<file path="config.mk">
export PLATFORM = sky130hd
export DESIGN_NAME = lampfpu_exp
export DESIGN_NICKNAME = d
export VERILOG_FILES = /design/src/rtl/lampfpu_exp_pkg.sv /design/src/rtl/lampfpu_exp_mac.sv /design/src/rtl/lampfpu_exp.sv
export SDC_FILE = /design/constraint.sdc
export NUM_CORES = 2
export LEC_CHECK = 0
export BUFFER_PORTS_ARGS = -buffer_cell sky130_fd_sc_hd__buf_2
export CORE_MARGIN = 5
export CORE_UTILIZATION = 60
export CTS_BUF_LIST = sky130_fd_sc_hd__clkbuf_16
export CTS_CLUSTER_DIAMETER = 100
export DETAILED_ROUTE_END_ITERATION = 6
export PLACE_DENSITY = 0.77
export SETUP_SLACK_MARGIN = 0.4
export SLEW_MARGIN = 20
export SYNTH_ARGS = -nofsm -noshare
export SYNTH_HDL_FRONTEND = slang
export SYNTH_SLANG_ARGS = --single-unit
</file>
<file path="constraint.sdc">
create_clock -name clk -period 22.5 [get_ports clk]
set_input_delay 1.125 -clock clk [delete_from_list [all_inputs] [get_ports clk]]
set_output_delay 1.125 -clock clk [all_outputs]
set_load 0.01 [all_outputs]
</file>
<file path="src/rtl/lampfpu_exp_pkg.sv">
// Shared constants, state encoding and helpers for the lampFPU natural-exponential unit.
// Fixed-point constants are scaled for a 16-bit fraction datapath.
package lampfpu_exp_pkg;

    localparam logic [15:0]        LAMP_EXP_INV_LN2 = 16'hB8AA;
    localparam logic [15:0]        LAMP_EXP_LN2     = 16'hB172;
    localparam logic signed [17:0] LAMP_EXP_C0      = 18'sh10000;
    localparam logic signed [17:0] LAMP_EXP_C1      = 18'sh10000;
    localparam logic signed [17:0] LAMP_EXP_C2      = 18'sh08000;
    localparam logic signed [17:0] LAMP_EXP_C3      = 18'sd10923;
    localparam logic signed [17:0] LAMP_EXP_C4      = 18'sd2731;

    // Biased exponent at which 1.f lands on the Q7.16 grid unshifted, and the saturation threshold
    localparam logic [8:0]         LAMP_EXP_E_ALIGN = 9'd118;
    localparam logic [8:0]         LAMP_EXP_E_SAT   = 9'd134;
    localparam logic signed [40:0] LAMP_EXP_K_HALF  = 41'sd1073741824;

    typedef enum logic [1:0] {
        EXP_IDLE   = 2'd0,
        EXP_REDUCE = 2'd1,
        EXP_POLY   = 2'd2,
        EXP_PACK   = 2'd3
    } ssExp;

    typedef struct packed {
        logic        s;
        logic [7:0]  e;
        logic [11:0] f;
    } expRes_t;

    function automatic expRes_t FUNC_calcInfNanResExp(
        input logic s_op,
        input logic isZ_op,
        input logic isInf_op,
        input logic isSNAN_op,
        input logic isQNAN_op
    );
        expRes_t res;
        res.s = 1'b0;
        res.e = 8'd0;
        res.f = 12'd0;
        if (isSNAN_op || isQNAN_op) begin
            res.e = 8'hFF;
            res.f = 12'h200;
        end else if (isInf_op) begin
            res.e = s_op ? 8'h00 : 8'hFF;
            res.f = 12'h000;
        end else if (isZ_op) begin
            res.e = 8'd127;
            res.f = 12'h400;
        end else begin
            res.e = 8'd0;
            res.f = 12'h000;
        end
        return res;
    endfunction

    // Horner coefficient consumed on iteration i is C[3-i]
    function automatic logic signed [17:0] FUNC_expCoef(input logic [1:0] iter);
        logic signed [17:0] c;
        case (iter)
            2'd0:    c = LAMP_EXP_C3;
            2'd1:    c = LAMP_EXP_C2;
            2'd2:    c = LAMP_EXP_C1;
            2'd3:    c = LAMP_EXP_C0;
            default: c = LAMP_EXP_C0;
        endcase
        return c;
    endfunction

endpackage

</file>
<file path="src/rtl/lampfpu_exp_mac.sv">
// Combinational signed multiply-add a*b + c; with trunc_i the product is floored
// back to the fixed-point grid before the add.
module lampfpu_exp_mac #(
    parameter int unsigned FX_FRAC = 16
) (
    input  logic signed [17:0] a_i,
    input  logic signed [17:0] b_i,
    input  logic signed [25:0] c_i,
    input  logic               trunc_i,
    output logic signed [25:0] res_o
);

    logic signed [35:0] prod_s;
    logic signed [35:0] scaled_s;

    assign prod_s   = 36'(a_i) * 36'(b_i);
    assign scaled_s = trunc_i ? (prod_s >>> FX_FRAC) : prod_s;
    assign res_o    = 26'(scaled_s) + c_i;

endmodule

</file>
<file path="src/rtl/lampfpu_exp.sv">
// Multi-cycle bfloat16 e^x: range reduction, degree-4 Horner polynomial, pack as 2^k * e^r.
// Delivers a pre-rounding sign/exponent/extended mantissa to the shared post-normalization stage.
module lampfpu_exp
    import lampfpu_exp_pkg::*;
#(
    parameter int unsigned POLY_ITER = 4,
    parameter int unsigned FX_FRAC   = 16
) (
    input  logic        clk,
    input  logic        rst_n,
    input  logic        doExp_i,
    input  logic        s_op_i,
    input  logic [8:0]  extE_op1_i,
    input  logic [7:0]  extF_op1_i,
    input  logic        isZ_op_i,
    input  logic        isInf_op_i,
    input  logic        isSNAN_op_i,
    input  logic        isQNAN_op_i,
    output logic        s_res_o,
    output logic [7:0]  e_res_o,
    output logic [11:0] f_res_o,
    output logic        valid_o,
    output logic        isOverflow_o,
    output logic        isUnderflow_o,
    output logic        isToRound_o
);

    localparam logic [1:0] CNT_LAST = 2'(POLY_ITER - 1);

    ssExp               state_q, state_d;
    logic [1:0]         cnt_q, cnt_d;
    logic               op_s_q, op_z_q, op_inf_q, op_snan_q, op_qnan_q;
    logic [8:0]         op_e_q;
    logic [7:0]         op_f_q;
    logic               sat_q, sat_d;
    logic signed [8:0]  k_q, k_d;
    logic signed [17:0] r_q, r_d;
    logic signed [17:0] p_q, p_d;

    logic               s_res_q, s_res_d;
    logic [7:0]         e_res_q, e_res_d;
    logic [11:0]        f_res_q, f_res_d;
    logic               valid_q, valid_d;
    logic               ovf_q, ovf_d;
    logic               unf_q, unf_d;
    logic               rnd_q, rnd_d;

    logic               sat_s;
    logic [3:0]         sh_s;
    logic [22:0]        mag_s;
    logic signed [23:0] x_s;
    logic signed [40:0] kprod_s;
    logic signed [8:0]  k_s;

    logic signed [17:0] mac_a_s, mac_b_s;
    logic signed [25:0] mac_c_s, mac_res_s;
    logic               mac_trunc_s;

    logic               p_lt1_s;
    logic [16:0]        m_s;
    logic signed [9:0]  e_full_s;
    logic               ovf_s, unf_s, special_s;
    expRes_t            spec_res_s;

    // Within the aligned window e-118 is 0..15, so only the low nibble matters (118 = 0x76)
    assign sh_s = op_e_q[3:0] - 4'd6;

    // Operand to signed Q7.16 and k = round-half-up(X / ln2)
    always_comb begin
        sat_s = 1'b0;
        mag_s = 23'd0;
        if (op_e_q >= LAMP_EXP_E_SAT) begin
            sat_s = 1'b1;
        end else if (op_e_q < LAMP_EXP_E_ALIGN) begin
            mag_s = 23'd0;
        end else begin
            mag_s = 23'(op_f_q) << sh_s;
        end
        x_s     = op_s_q ? -$signed({1'b0, mag_s}) : $signed({1'b0, mag_s});
        kprod_s = 41'(x_s) * $signed({25'd0, LAMP_EXP_INV_LN2});
        k_s     = 9'((kprod_s + LAMP_EXP_K_HALF) >>> 5'd31);
    end

    // Shared MAC: REDUCE forms X - k*ln2, POLY forms p*r + C
    always_comb begin
        if (state_q == EXP_REDUCE) begin
            mac_a_s     = -(18'(k_s));
            mac_b_s     = $signed({2'b00, LAMP_EXP_LN2});
            mac_c_s     = 26'(x_s);
            mac_trunc_s = 1'b0;
        end else begin
            mac_a_s     = p_q;
            mac_b_s     = r_q;
            mac_c_s     = 26'(FUNC_expCoef(cnt_q));
            mac_trunc_s = 1'b1;
        end
    end

    lampfpu_exp_mac #(
        .FX_FRAC (FX_FRAC)
    ) u_mac (
        .a_i     (mac_a_s),
        .b_i     (mac_b_s),
        .c_i     (mac_c_s),
        .trunc_i (mac_trunc_s),
        .res_o   (mac_res_s)
    );

    // FSM next state and datapath register updates
    always_comb begin
        state_d = state_q;
        cnt_d   = cnt_q;
        sat_d   = sat_q;
        k_d     = k_q;
        r_d     = r_q;
        p_d     = p_q;
        case (state_q)
            EXP_IDLE: begin
                if (doExp_i) begin
                    state_d = EXP_REDUCE;
                end else begin
                    state_d = EXP_IDLE;
                end
            end
            EXP_REDUCE: begin
                state_d = EXP_POLY;
                cnt_d   = 2'd0;
                sat_d   = sat_s;
                k_d     = k_s;
                r_d     = 18'(mac_res_s);
                p_d     = LAMP_EXP_C4;
            end
            EXP_POLY: begin
                p_d = 18'(mac_res_s);
                if (cnt_q == CNT_LAST) begin
                    state_d = EXP_PACK;
                end else begin
                    cnt_d = cnt_q + 2'd1;
                end
            end
            EXP_PACK: begin
                state_d = EXP_IDLE;
            end
            default: begin
                state_d = EXP_IDLE;
            end
        endcase
    end

    // Normalize p to 1.x, bias the exponent and build the result or the special override
    always_comb begin
        p_lt1_s = ~p_q[16];
        if (p_lt1_s) begin
            m_s      = 17'(p_q <<< 1);
            e_full_s = 10'(k_q) + 10'sd126;
        end else begin
            m_s      = 17'(p_q);
            e_full_s = 10'(k_q) + 10'sd127;
        end
        ovf_s      = (e_full_s >= 10'sd255) || (sat_q && !op_s_q);
        unf_s      = (e_full_s <= 10'sd0) || (sat_q && op_s_q);
        special_s  = op_z_q || op_inf_q || op_snan_q || op_qnan_q;
        spec_res_s = FUNC_calcInfNanResExp(op_s_q, op_z_q, op_inf_q, op_snan_q, op_qnan_q);

        valid_d = (state_q == EXP_PACK);
        s_res_d = s_res_q;
        e_res_d = e_res_q;
        f_res_d = f_res_q;
        ovf_d   = ovf_q;
        unf_d   = unf_q;
        rnd_d   = rnd_q;
        if (state_q == EXP_PACK) begin
            if (special_s) begin
                s_res_d = spec_res_s.s;
                e_res_d = spec_res_s.e;
                f_res_d = spec_res_s.f;
                ovf_d   = 1'b0;
                unf_d   = 1'b0;
                rnd_d   = 1'b0;
            end else begin
                s_res_d = 1'b0;
                e_res_d = e_full_s[7:0];
                f_res_d = {1'b0, m_s[16:7], |m_s[6:0]};
                ovf_d   = ovf_s;
                unf_d   = unf_s;
                rnd_d   = 1'b1;
            end
        end else begin
            s_res_d = s_res_q;
        end
    end

    // Operand capture on acceptance in IDLE
    always_ff @(posedge clk or negedge rst_n) begin
        if (!rst_n) begin
            op_s_q    <= 1'b0;
            op_e_q    <= 9'd0;
            op_f_q    <= 8'd0;
            op_z_q    <= 1'b0;
            op_inf_q  <= 1'b0;
            op_snan_q <= 1'b0;
            op_qnan_q <= 1'b0;
        end else if ((state_q == EXP_IDLE) && doExp_i) begin
            op_s_q    <= s_op_i;
            op_e_q    <= extE_op1_i;
            op_f_q    <= extF_op1_i;
            op_z_q    <= isZ_op_i;
            op_inf_q  <= isInf_op_i;
            op_snan_q <= isSNAN_op_i;
            op_qnan_q <= isQNAN_op_i;
        end
    end

    // State, datapath and output registers
    always_ff @(posedge clk or negedge rst_n) begin
        if (!rst_n) begin
            state_q <= EXP_IDLE;
            cnt_q   <= 2'd0;
            sat_q   <= 1'b0;
            k_q     <= 9'sd0;
            r_q     <= 18'sd0;
            p_q     <= 18'sd0;
            s_res_q <= 1'b0;
            e_res_q <= 8'd0;
            f_res_q <= 12'd0;
            valid_q <= 1'b0;
            ovf_q   <= 1'b0;
            unf_q   <= 1'b0;
            rnd_q   <= 1'b0;
        end else begin
            state_q <= state_d;
            cnt_q   <= cnt_d;
            sat_q   <= sat_d;
            k_q     <= k_d;
            r_q     <= r_d;
            p_q     <= p_d;
            s_res_q <= s_res_d;
            e_res_q <= e_res_d;
            f_res_q <= f_res_d;
            valid_q <= valid_d;
            ovf_q   <= ovf_d;
            unf_q   <= unf_d;
            rnd_q   <= rnd_d;
        end
    end

    assign s_res_o       = s_res_q;
    assign e_res_o       = e_res_q;
    assign f_res_o       = f_res_q;
    assign valid_o       = valid_q;
    assign isOverflow_o  = ovf_q;
    assign isUnderflow_o = unf_q;
    assign isToRound_o   = rnd_q;

endmodule

</file>
=== Word-level counts from Yosys, hierarchy flattened ===
Cells that the tools add are included.

* Add/subtract/negate cells: 8
* $mul: 2
* Order comparisons: 4
* Equal/unequal tests: 8
* Shift-type cells: 1
* Multiplexer cells: 26
* Reduce and logical (&&, ||, !) cells: 16

{| class="wikitable"
|+ Operators by type and width
! cell !! count
|-
| 18-bit two-way mux || 4
|-
| 18-bit one-hot mux with 3 select lines || 1
|-
| 23-bit two-way mux || 2
|-
| 40-bit by 32-bit adder with 40-bit output (second input constant) || 1
|-
| 20-bit two-way mux || 2
|-
| 24-bit by 16-bit multiplier with 39-bit output (second input constant) || 1
|-
| 18-bit one-hot mux with 2 select lines || 1
|-
| 18-bit by 18-bit multiplier with 34-bit output || 1
|-
| 24-bit two-way mux || 1
|-
| 23-bit negator with 24-bit output || 1
|-
| 8-bit by 4-bit << shifter with 23-bit output || 1
|-
| 9-bit by 8-bit adder with 10-bit output (second input constant) || 2
|-
| 19-bit two-way mux || 1
|-
| 18-bit adder || 1
|-
| 9-bit negator with 18-bit output || 1
|-
| 17-bit two-way mux || 1
|-
| 8-bit two-way mux || 2
|-
| 12-bit two-way mux || 1
|-
| 10-bit by 9-bit >= comparator with 1-bit output (second input constant) || 1
|-
| 10-bit by 1-bit less-or-equal comparator with 1-bit output (second input constant) || 1
|-
| 10-bit two-way mux || 1
|-
| 9-bit by 8-bit >= comparator with 1-bit output (second input constant) || 1
|-
| 9-bit by 7-bit less-than comparator with 1-bit output (second input constant) || 1
|-
| 2-bit equality test (second input constant) || 4
|-
| 16 further kinds || 31
|}

* Register bits: 96
* Input port bits: 25
* Output and inout port bits: 25
* Logic and storage cells: 84

=== Logic depth before layout (Yosys ltp) ===
* Word-level depth: 14
* Mapped depth: 79
* Depth with buffers taken out: 77

=== By module ===
Synthesis repeated with hierarchy kept, for this count alone.

* Cell total of the unflattened synthesis: 3,028
* Area, all modules: 26,843.2 µm²

{| class="wikitable"
|+ Modules (own cells, without submodules)
! module !! instances !! cells each !! area an instance (µm²) !! seq. area each (µm²)
|-
| lampfpu_exp_mac || 1 || 1,522 || 13,509.2 || 0.0
|-
| lampfpu_exp || 1 || 1,506 || 13,334.0 || 2,377.3
|}

=== Worst setup path after synthesis ===
OpenSTA, ideal clock, no wires.

* Kind: reg-to-reg
* Start: register op_e_q[1]
* End: register p_q[17]
* Setup time: 0.141 ns
* Arrival: 17.507 ns
* Data required time: 22.359 ns
* Path slack: 4.852 ns
* Cell stages (with the launch flop): 75
* Path buffers: 5
* Clock period less this slack: 17.648 ns
* Path through: dfrtp_1 ha_1 clkbuf_1 clkinv_1 mux2i_1 o31a_1 or3_1 or2_1 buf_6 o21ai_4 inv_2 buf_1 ha_1 buf_1 xnor2_1 xnor2_1 ha_1 fa_1 [... 39 more ...] nor2_1 o21a_1 nor2_1 xnor2_1 o21ai_0 ha_1 a21oi_1 nor2_1 a311oi_1 a21oi_1 and4_1 o31a_1 o21ai_0 nand2b_1 a41o_1 o41ai_1 xor2_1 o22ai_1

* Word-level cells in the longest chain between the ends: 14
* Elaborated cells between the ends (all ways): 17
* Those cells by class: add/sub: 5; mul: 2; order compare: 2; shift: 1; mux: 7

{| class="wikitable"
|+ RTL lines
! element !! RTL line !! source
|-
| start: declaration || lampfpu_exp.sv:33 || <nowiki>logic [8:0] op_e_q;</nowiki>
|-
| start signal: assignment || lampfpu_exp.sv:205 || <nowiki>op_e_q <= extE_op1_i;</nowiki>
|-
| 4-bit by 3-bit subtractor with 4-bit output || lampfpu_exp.sv:66 || <nowiki>assign sh_s = op_e_q[3:0] - 4'd6;</nowiki>
|-
| 8-bit by 4-bit << shifter with 23-bit output || lampfpu_exp.sv:77 || <nowiki>mag_s = 23'(op_f_q) << sh_s;</nowiki>
|-
| 23-bit two-way mux || lampfpu_exp.sv:74 || <nowiki>end else if (op_e_q < LAMP_EXP_E_ALIGN) begin</nowiki>
|-
| 23-bit two-way mux * || lampfpu_exp.sv:72 || <nowiki>if (op_e_q >= LAMP_EXP_E_SAT) begin</nowiki>
|-
| 23-bit negator with 24-bit output || lampfpu_exp.sv:79 || <nowiki>x_s = op_s_q ? -$signed({1'b0, mag_s}) : $signed({1'b0, mag_s});</nowiki>
|-
| 24-bit two-way mux * || lampfpu_exp.sv:79 ||
|-
| 24-bit by 16-bit multiplier with 39-bit output || lampfpu_exp.sv:80 || <nowiki>kprod_s = 41'(x_s) * $signed({25'd0, LAMP_EXP_INV_LN2});</nowiki>
|-
| 40-bit by 32-bit adder with 40-bit output || lampfpu_exp.sv:81 || <nowiki>k_s = 9'((kprod_s + LAMP_EXP_K_HALF) >>> 5'd31);</nowiki>
|-
| 9-bit negator with 18-bit output || lampfpu_exp.sv:87 || <nowiki>mac_a_s = -(18'(k_s));</nowiki>
|-
| 18-bit two-way mux || lampfpu_exp.sv:86 || <nowiki>if (state_q == EXP_REDUCE) begin</nowiki>
|-
| 18-bit by 18-bit multiplier with 34-bit output || lampfpu_exp_mac.sv:16 || <nowiki>assign prod_s = 36'(a_i) * 36'(b_i);</nowiki>
|-
| 18-bit two-way mux || lampfpu_exp_mac.sv:17 || <nowiki>assign scaled_s = trunc_i ? (prod_s >>> FX_FRAC) : prod_s;</nowiki>
|-
| 18-bit adder * || lampfpu_exp_mac.sv:18 || <nowiki>assign res_o = 26'(scaled_s) + c_i;</nowiki>
|-
| 18-bit one-hot mux with 2 select lines * || lampfpu_exp.sv:117 || <nowiki>case (state_q)</nowiki>
|-
| end signal: assignment || lampfpu_exp.sv:236 || <nowiki>p_q <= p_d;</nowiki>
|-
| end: declaration || lampfpu_exp.sv:38 || <nowiki>logic signed [17:0] p_q, p_d;</nowiki>
|}

Mark *: on every way between the ends. The rest lies on a longest branch, timed or not.
A chain may end at the register's enable or synchronous reset.

=== Worst setup path after layout ===
* Start: register op_e_q[1]
* End: register p_q[16]

Same word-level chain as after synthesis.

==> impl_metrics.env <==
export IMPL_hold_class="register to register"
export IMPL_grt_ovfl_total=0
export IMPL_synth_ff_latch_count=95
export IMPL_clock_root_buffer="clkbuf_16"
export IMPL_wirelength_um=74600
export IMPL_cts_setup_buffers=0
export IMPL_die_y_um=219
export IMPL_setup_viol=0
export IMPL_arrival_ns=20.14
export IMPL_synth_cell_types=91
export IMPL_cts_buffer_depth=2
export IMPL_gp_congestion=1.04
export IMPL_clock_latency_ns=0.37
export IMPL_ys_warn_count=0
export IMPL_vias_per_cell=5.94
export IMPL_grt_setup_unrepaired="no"
export IMPL_rows=76
export IMPL_final_antenna_net_count=0
export IMPL_async_reset_ff_share_pct=100
export IMPL_dpl_hpwl_um=61500
export IMPL_worst_pin_slew_ns=1.23
export IMPL_crit_path_end_kind="register"
export IMPL_dieArea_um2=47800
export IMPL_drt_first_pass_iters=6
export IMPL_ys_flop_type="dfrtp_1"
export IMPL_netlist_area_um2=26100
export IMPL_drive_gt1_share_pct=6.31
export IMPL_drv_cap=0
export IMPL_critPathMaxStageDelay_ns=0.81
export IMPL_cts_buffers=9
export IMPL_initial_core_util_pct=60.7
export IMPL_cts_sinks=95
export IMPL_drv_slew=0
export IMPL_syn_inst=2958
export IMPL_outcome="finished clean"
export IMPL_final_cell_mix="inv_1, fa_1, ha_1"
export IMPL_h_tree_depth=3
export IMPL_min_period_ns=19.87
export IMPL_vias=21000
export IMPL_final_net_count=3684
export IMPL_portBuffers=47
export IMPL_cts_resized_gates=0
export IMPL_worst_slack_ns=2.63
export IMPL_drt_first_iter_violations=1813
export IMPL_track_usage_pct=31.5
export IMPL_min_period_over_period_pct=88.3
export IMPL_core_um2=43100
export IMPL_synth_seq_area_share_pct=9.09
export IMPL_cp_slowest_cell="o31ai_1"
export IMPL_grt_first_pass_wirelength_um=118000
export IMPL_avgSynthCellArea_um2=8.84
export IMPL_finalHoldViolations=0
export IMPL_die_x_um=219
export IMPL_dp_worst_setup_slack_ns=2.94
export IMPL_io_pins=50
export IMPL_remaining_drc_errors=0
export IMPL_path_clk_slew_ns=0.08
export IMPL_worstSetupPathType="register to register"
export IMPL_final_common_cell="inv_1"
export IMPL_max_freq_mhz=50.3
export IMPL_grt_max_degree=75
export IMPL_grt_pass1_vias=22200
export IMPL_fin_skew_ns=0.0164
export IMPL_setup_tns_ns=0
export IMPL_crit_path_start_kind="register"
export IMPL_synth_edff_count=0
export IMPL_postCtsHoldBufs=0
export IMPL_cp_common_cell="fa_1"
export IMPL_wire_per_inst_um=21.1
export IMPL_required_ns=22.77
export IMPL_antenna_found_initial=1
export IMPL_area_delta_synth_final_pct=4.23
export IMPL_cp_max_fo=13
export IMPL_slew_headroom_pct=17.8
export IMPL_cts_tree="yes"
-- critical path, delay by kind of cell (launching register included) --
kind | cells | cell delay [ns]
xor gates and xnor gates | 4 | 0.79
adders and majority gates | 19 | 7.88
DFF | 1 | 0.39
buffers and inverters | 13 | 1.63
and+or+nand+nor | 15 | 3.44
AOI/OAI and AO/OA | 22 | 5.62
-- layout make-up --
cell class | instances | area [µm²]
Tap cell | 585 | 732
Sequential cell | 95 | 2380
Multi-Input combinational cell | 2103 | 20900
Timing Repair Buffer | 82 | 504
Clock inverter | 7 | 86.3
Clock buffer | 9 | 225
Fill cell | 3604 | 15800
Antenna cell | 4 | 10.0
Inverter | 652 | 2450
-- metal layers --
metal	part of all wire, %	vias to the layer above	global-route usage [%]
met2	44	1016	48.3
met1	40	10400	42.4
li1	-	9359	-
met3	11	216	9.47
met5	0.13	-	2.19
met4	4.2	2	11.5
-- state kept, by name (all words and copies together) (netlist names) --
register and cells:
cnt_q 2, isUnderflow_o 1, op_s_q 1, e_res_o 8, state_q 2, valid_o 1
op_qnan_q 1, op_snan_q 1, op_e_q 9, sat_q 1, op_f_q 8, op_inf_q 1
isOverflow_o 1, isToRound_o 1, f_res_o 11, r_q 18, op_z_q 1, p_q 18
k_q 9
-- cell usage after synthesis, types with 4 or more instances --
cell | instances | area share, %
and2_1 | 89 | 2.1
or2_2 | 23 | 0.55
o31ai_1 | 16 | 0.46
a211oi_1 | 13 | 0.37
a21boi_0 | 6 | 0.17
nand2b_1 | 10 | 0.24
a2111oi_0 | 4 | 0.13
a21oi_1 | 115 | 2.2
o221ai_1 | 7 | 0.23
fa_1 | 428 | 33
nor2_1 | 191 | 2.7
inv_1 | 649 | 9.3
nand2_1 | 190 | 2.7
a21o_1 | 69 | 2.0
buf_2 | 5 | 0.096
nor3_1 | 31 | 0.59
nand3_1 | 33 | 0.63
buf_4 | 8 | 0.23
buf_6 | 6 | 0.26
mux2i_1 | 35 | 1.3
o22ai_1 | 28 | 0.67
or3_1 | 12 | 0.29
dfrtp_1 | 95 | 9.1
buf_1 | 12 | 0.17
nand4_1 | 5 | 0.12
ha_1 | 288 | 14
a31oi_1 | 16 | 0.38
o21ai_0 | 90 | 1.7
o21a_1 | 16 | 0.46
xnor2_1 | 82 | 2.7
nor4_1 | 5 | 0.12
and4_1 | 5 | 0.17
o21bai_1 | 21 | 0.60
and3_1 | 13 | 0.31
clkbuf_1 | 78 | 1.1
o22a_1 | 7 | 0.23
nor2b_1 | 28 | 0.67
xor2_1 | 57 | 1.9
o211ai_1 | 17 | 0.49
nor3b_1 | 33 | 0.95
o31a_1 | 5 | 0.17
mux2_2 | 32 | 1.4
or4_1 | 5 | 0.14
nand3b_1 | 5 | 0.14
-- path summary, 6_finish.rpt --
check                                start    endpoint  slack, ns  depth (start not counted)
min in group asynchronous            rst_n  f_res_o[7]       0.72                          1
worst max register to register   op_e_q[1]     p_q[16]       2.63                         73
max in group asynchronous            rst_n      k_q[2]      20.63                          2
worst min-delay path            f_res_o[9]  f_res_o[9]       0.52                          2
worst min register to register  f_res_o[9]  f_res_o[9]       0.52                          2
worst max-delay path             op_e_q[1]     p_q[16]       2.63                         73
-- metrics by stage --
step | instances | hold WS [ns] | cell area [µm²] | utilization [%]
finish | 3537 | 0.523 | 27200 | 63.3
global route | 3534 | 0.553 | 27200 | 63.2
CTS | 3533 | 0.531 | 27200 | 63.2
detailed placement | 3517 | 0.513 | 26900 | 62.5
global placement | 3516 | 0.488 | 26900 | 62.5
floorplan | 2959 | 0.477 | 26100 | -
-- logic make-up after synthesis --
family / Yosys count / share of synthesized area [%]
DFF: 95 / 9.09
AOI/OAI and AO/OA: 477 / 12.1
adders and majority gates: 716 / 46.6
xor gates and xnor gates: 142 / 4.84
muxes: 71 / 3.01
buffers and inverters: 761 / 11.2
other: 1 / 0.0143
and+or+nand+nor: 695 / 13.2
Power is not shown: default switching activity piles up to over one toggle a cycle in this logic, so the estimate is an artifact.
